## src/rtl/sync_fifo_ctrl.sv

```systemverilog
// Single-clock FIFO controller with fill-level status flags and sticky error flags.
// Define SYNC_FIFO_FWFT_EN for first-word fall-through output; default is registered pop.
module sync_fifo_ctrl #(
  parameter int DATA_WIDTH = 8,
  parameter int ADDR_WIDTH = 8
) (
  input  logic                  clk,
  input  logic                  rstn,
  input  logic                  wr_en,
  input  logic [DATA_WIDTH-1:0] data_in,
  input  logic                  rd_en,
  input  logic [ADDR_WIDTH:0]   almost_full_th,
  input  logic [ADDR_WIDTH:0]   almost_empty_th,
  input  logic                  clr_err,
  output logic [DATA_WIDTH-1:0] data_out,
  output logic                  rd_valid,
  output logic                  full,
  output logic                  empty,
  output logic                  half_full,
  output logic                  half_empty,
  output logic                  almost_full,
  output logic                  almost_empty,
  output logic [ADDR_WIDTH:0]   count,
  output logic                  overflow,
  output logic                  underflow
);

  localparam int DEPTH = 2 ** ADDR_WIDTH;
  localparam logic [ADDR_WIDTH:0] FULL_LVL = {1'b1, {ADDR_WIDTH{1'b0}}};
  localparam logic [ADDR_WIDTH:0] HALF_LVL = {2'b01, {(ADDR_WIDTH-1){1'b0}}};

  logic [DATA_WIDTH-1:0] mem [DEPTH];

  logic [ADDR_WIDTH:0] wr_ptr_q, wr_ptr_d;
  logic [ADDR_WIDTH:0] rd_ptr_q, rd_ptr_d;
  logic                overflow_q, overflow_d;
  logic                underflow_q, underflow_d;
  logic                wr_acc, rd_acc;
  logic [ADDR_WIDTH:0] count_w;

  // Extra pointer MSB distinguishes full from empty; subtraction stays correct across wrap.
  assign count_w = wr_ptr_q - rd_ptr_q;

  assign full         = (count_w == FULL_LVL);
  assign empty        = (count_w == '0);
  assign half_full    = (count_w >= HALF_LVL);
  assign half_empty   = (count_w <  HALF_LVL);
  assign almost_full  = (count_w >= almost_full_th);
  assign almost_empty = (count_w <= almost_empty_th);
  assign count        = count_w;
  assign overflow     = overflow_q;
  assign underflow    = underflow_q;

  assign wr_acc = wr_en & ~full;
  assign rd_acc = rd_en & ~empty;

  always_comb begin
    wr_ptr_d    = wr_ptr_q + {{ADDR_WIDTH{1'b0}}, wr_acc};
    rd_ptr_d    = rd_ptr_q + {{ADDR_WIDTH{1'b0}}, rd_acc};
    overflow_d  = (overflow_q  & ~clr_err) | (wr_en & full);
    underflow_d = (underflow_q & ~clr_err) | (rd_en & empty);
  end

  always_ff @(posedge clk) begin
    if (!rstn) begin
      wr_ptr_q    <= '0;
      rd_ptr_q    <= '0;
      overflow_q  <= 1'b0;
      underflow_q <= 1'b0;
    end else begin
      wr_ptr_q    <= wr_ptr_d;
      rd_ptr_q    <= rd_ptr_d;
      overflow_q  <= overflow_d;
      underflow_q <= underflow_d;
    end
  end

  // Storage is deliberately not reset; the pointers alone define what is valid.
  always_ff @(posedge clk) begin
    if (rstn && wr_acc) begin
      mem[wr_ptr_q[ADDR_WIDTH-1:0]] <= data_in;
    end
  end

`ifdef SYNC_FIFO_FWFT_EN
  assign data_out = empty ? '0 : mem[rd_ptr_q[ADDR_WIDTH-1:0]];
  assign rd_valid = ~empty;
`else
  logic [DATA_WIDTH-1:0] data_out_q;
  logic                  rd_valid_q;

  always_ff @(posedge clk) begin
    if (!rstn) begin
      data_out_q <= '0;
      rd_valid_q <= 1'b0;
    end else begin
      rd_valid_q <= rd_acc;
      if (rd_acc) begin
        data_out_q <= mem[rd_ptr_q[ADDR_WIDTH-1:0]];
      end
    end
  end

  assign data_out = data_out_q;
  assign rd_valid = rd_valid_q;
`endif

endmodule

```

## config.mk

```make
export PLATFORM = sky130hd
export DESIGN_NAME = sync_fifo_ctrl
export DESIGN_NICKNAME = d
export VERILOG_FILES = /design/src/rtl/sync_fifo_ctrl.sv
export SDC_FILE = /design/constraint.sdc
export NUM_CORES = 2
export LEC_CHECK = 0
export CELL_PAD_IN_SITES_DETAIL_PLACEMENT = 1
export CELL_PAD_IN_SITES_GLOBAL_PLACEMENT = 2
export CORE_MARGIN = 4
export CORE_UTILIZATION = 50
export CTS_CLUSTER_DIAMETER = 200
export CTS_CLUSTER_SIZE = 40
export DETAILED_ROUTE_END_ITERATION = 10
export PLACE_DENSITY = 0.84
export SYNTH_ARGS = -nofsm -noshare
export SYNTH_HDL_FRONTEND = slang
export SYNTH_SLANG_ARGS = --single-unit
export TNS_END_PERCENT = 1
```

## constraint.sdc

```tcl
create_clock -name clk -period 10.8 [get_ports clk]
set_input_delay 2.16 -clock clk [delete_from_list [all_inputs] [get_ports clk]]
set_output_delay 2.16 -clock clk [all_outputs]
set_load 0.01 [all_outputs]
```

# Yosys cells after proc, flatten, opt, wreduce, memory -nomap -nowiden
# Memory sizes are Yosys's and may differ from the RTL's. A register that Yosys moved wholly into a read port is not among the register bits.
# Index checks and enable logic that the tools add are counted.
# Widths: inputs -> output; s select.
[classes]
n_reduce_logical = 3
magnitude_cmp = 4
addsub = 3
muxes = 2
n_eq_ne = 1
bitwise = 11
[op_table]
columns = ["op", "count"]
rows = [
  ["$add 9x1->9", 2],
  ["$eq 9x9->1 const B", 1],
  ["$ge 9x8->1 const B", 1],
  ["$ge 9x9->1", 1],
  ["$le 9x9->1", 1],
  ["$logic_not 9->1", 1],
  ["$lt 9x8->1 const B", 1],
  ["$sub 9x9->9", 1],
  ["$and 1x1->1", 6],
  ["$not 1->1", 3],
  ["$mux 1", 2],
  ["$or 1x1->1", 2],
  ["$logic_and 1x1->1", 1],
  ["$logic_not 1->1", 1],
]
[totals]
mem_bits_rw = 2048
input_bits = 31
register_bits = 21
out_inout_bits = 26
elab_cells = 30
n_memories = 1
[mem_list]
columns = ["name", "depth", "word_bits", "read_ports", "rd_ports_with_merged_regs", "wr", "line", "text"]
rows = [
  ["mem", 256, 8, 1, 1, 1, "32", "logic [DATA_WIDTH-1:0] mem [DEPTH];"],
]

# Depth between registers and ports, before layout
[depth]
depth_word = 7
mapped_depth = 19
depth_no_buf = 16

# Least setup slack after synthesis
# OpenSTA, ideal clock, no wires.
[synth_timing]
path_type = "reg-to-output"
start = "reg rd_ptr_q[2]"
end = "out almost_empty"
arrival_time_ps = 3858
n_path_buf = 4
path_slack_ps = 4782
path_stages_with_launch = 17
cell_sequence = "dfxtp_1 clkinv_1 buf_2 buf_2 buf_2 clkbuf_1 ha_1 o21ai_0 or3b_1 and2_1 ha_1 o21a_1 o21a_1 o21a_1 o21a_1 o21a_1 o31ai_1"
[synth_via]
elab_chain_cells = 2
[synth_lines]
columns = ["element", "line", "text"]
rows = [
  ["start, declared", "35", "logic [ADDR_WIDTH:0] rd_ptr_q, rd_ptr_d;"],
  ["start signal, assigned", "72", "rd_ptr_q <= rd_ptr_d;"],
  ["$sub 9x9->9", "42", "assign count_w = wr_ptr_q - rd_ptr_q;"],
  ["via count[3]", "23", "output logic [ADDR_WIDTH:0] count,"],
  ["$le 9x9->1", "49", "assign almost_empty = (count_w <= almost_empty_th);"],
  ["end, declared", "22", "output logic almost_empty,"],
]
# The timed path passes the listed nets, and every way through them passes these cells.

# Worst setup path after layout
[layout_timing]
start = "reg rd_ptr_q[7]"
end = "out full"
[layout_via]
elab_chain_cells = 2
[layout_lines]
columns = ["element", "line", "text"]
rows = [
  ["$sub 9x9->9", "42", ""],
  ["$eq 9x9->1", "44", "assign full = (count_w == FULL_LVL);"],
  ["end, declared", "17", "output logic full,"],
]
# Every way passes these cells.

==> metrics <==
Post-Syn Area 81,200 sq um; CP Launch Point rd_ptr_q[7]; RSZ-0062 raised after global routing no; hold buffers post-CTS 0; cell count after placement 5,899; first-pass GRT wire length 307,000 um; met3 WL 20,700 um; flops & latches, synth 2,077; commonest non-fill, non-tap cell in the layout edfxtp_1; worst-path cell chain clkinv_1 > ha_1 > or3_1 > o211a_1 > nor4_1 > nand3_1 > inv_1 > clkdlybuf4s50_1; Core Box Area 161,000 sq um; share of cells above drive strength 1 0.198; initial antenna violation count 3; Post-synth EDFFs 2,048; clk_lat worst skew 0.79 ns; endpoints failing setup 0; Pwr Density 163 nW/um^2; Distinct cells, synth 66; post-route insts no fill 5,986; post-cts gate resize count 0; required time of the critical path 8.64 ns; Avg WL per Cell 35.7 um; Hold Path Origin data_out[7]; R2R Path Start rd_ptr_q[7]; DRC violation count after routing 0; WL met1 approximately 81,000 um; CP delay by family, top buffers and inverters; part of the cycle the worst path needs 0.660; Lkg Pwr 25.4 nW; largest net degree at the start of global routing between 100 and 150; Die Height 411 um; CTS Buffer Depth 3; post-CTS setup buffer count 0; syn_nets 3,871; predominant post-synthesis flop cell edfxtp_1; H-Tree Depth 2; gpl congestion 0.857; Die ar. 169,000 sq um; Max Fclk 140 MHz; die width 411 um; Worst Path Buf+Inv 3; GRT Total Usage 0.253; overall routed net length 213,000 um; sequential area share after synthesis 0.764; Worst-path clk slew 0.16 ns; kind of critical path reg2out; routed via count 39,500; vias in the first global route 40,600; Worst Tran Pin Value 1.33 ns; most frequent cells in the layout edfxtp_1, mux4_2, nor2_1; Critical Path Start Type flop; CP arrival 4.97 ns; HPWL after DPL 133,000 um; Nets 3,862; initial core utilization 0.505; Max Cap Viol 0; Row Count 147; Worst Path Max Fanout 11; top routing layer used met4; CTS Buf Count 57; area grow syn2layout 5.72%; Slew Viols, Final 0; DR vias/cell 6.59; post-synthesis cell count 3,808; Peak VDD IR about 140 uV; I/O Buffers 56; first-pass iteration count of the detailed router 6; status finished clean; TNS Setup 0 ns; worst hold path type reg2reg; slowest stage cell, crit path dfxtp_1; total grt overflow 0; crit-path max cell delay 0.76 ns; I/O Pins 57; DR iter-0 viols between 5,000 and 6,000; Syn Area/Cell 21.3 sq um; CP endpoint kind primary output; Final min period 7.13 ns; Root Buffer clkbuf_16; Final Hold Fails 0; fraction of registers with async set/reset 0; Ys Warns 0; Slew HR 0.106; met2 WL just over 100,000 um; CTS Sinks just over 2,000; DRT antenna net count 0; TritonCTS clock tree built; Worst Skew 0.0546 ns
-- cells by family after synthesis --
| kind of cell | Yosys count | share of synthesized area |
|---|---|---|
| AO/OA/AOI/OAI | 242 | 0.0211 |
| XOR/XNOR | 15 | 0.00162 |
| adder cells (fa/ha/maj) | 32 | 0.00502 |
| buffers and inverters | 253 | 0.0147 |
| flip-flops | 2077 | 0.764 |
| multiplexers | 625 | 0.163 |
| AND/OR/NAND/NOR | 564 | 0.0299 |
-- registers in the layout (all words and copies together) (netlist names) --
register and count:
rd_ptr_q 9, rd_valid 1, data_out 8, underflow 1
mem 2048, wr_ptr_q 9, overflow 1
-- final cells by class --
cell class / count / area [sq um]
Inverter: 34 / 135
Tap cell: 2160 / 2700
Multi-Input combinational cell: 1478 / 18000
Clock inverter: 3 / 41.3
Timing Repair Buffer: 151 / 1340
Sequential cell: 2077 / 62100
Clock buffer: 82 / 1540
Antenna cell: 1 / 2.50
Fill cell: 13800 / 75000
-- cell usage after synthesis, types with 12 or more instances --
cell,count,area share
nand4_1,15,0.0012
nor3_1,39,0.0024
nor2b_1,12,0.00092
o21ai_0,32,0.0020
dfxtp_1,29,0.0071
buf_6,12,0.0017
a21oi_1,36,0.0022
o22ai_1,15,0.0012
inv_1,26,0.0012
buf_1,29,0.0013
edfxtp_1,2048,0.76
buf_2,65,0.0040
a32oi_1,12,0.0013
buf_4,20,0.0018
mux2i_1,62,0.0076
ha_1,31,0.0048
nor2_1,285,0.013
clkbuf_1,93,0.0043
a22oi_1,37,0.0034
nand3_1,46,0.0028
nand2_1,122,0.0056
a221oi_1,18,0.0019
mux4_2,561,0.16
-- stage by stage --
| stage | hold WS (ns) | setup slack, ns | util | power, W | cell area [sq um] |
|---|---|---|---|---|---|
| final | 0.502 | 3.67 | 0.534 | 0.0140 | 85900 |
| after CTS | 0.505 | 3.74 | 0.534 | 0.0141 | 85900 |
| after global routing | 0.516 | 3.55 | 0.534 | 0.0145 | 85900 |
| after floorplan | 0.491 | 4.78 | - | 0.0103 | 81200 |
| after global placement | 0.461 | 3.70 | 0.524 | 0.0109 | 84300 |
| after detailed placement | 0.482 | 3.81 | 0.524 | 0.0110 | 84300 |
-- metal layers --
layer,vias up,track usage
li1,15700,-
met3,323,0.0484
met2,2245,0.404
met1,21200,0.358
met5,-,0
met4,0,0.0828
-- power by group --
part / switching (W) / internal (W) / leakage [nW]
Sequential: 0.0000377 / 0.00885 / 18.6
Combinational: 0.00105 / 0.000851 / 5.97
Clock: 0.00222 / 0.00102 / 0.764
Total: 0.00330 / 0.0107 / 25.4
-- worst register-to-register path, delay by kind of cell, from the launching register on --
kind	cells	cell delay, ns
simple gates	4	2.14
flops	1	0.76
fa+ha+maj	1	0.56
compound gates	2	0.59
buf+inv	3	1.62
-- final timing paths --
check                              endpoint  slack (ns)  cells past startpoint
worst max-delay path                   full        3.67                      8
worst min-delay path            data_out[7]        0.50                      2
worst max register to register  mem[175][1]        4.78                     10
worst min register to register  data_out[7]        0.50                      2
Note: power is estimated with default switching activity, not from simulation.
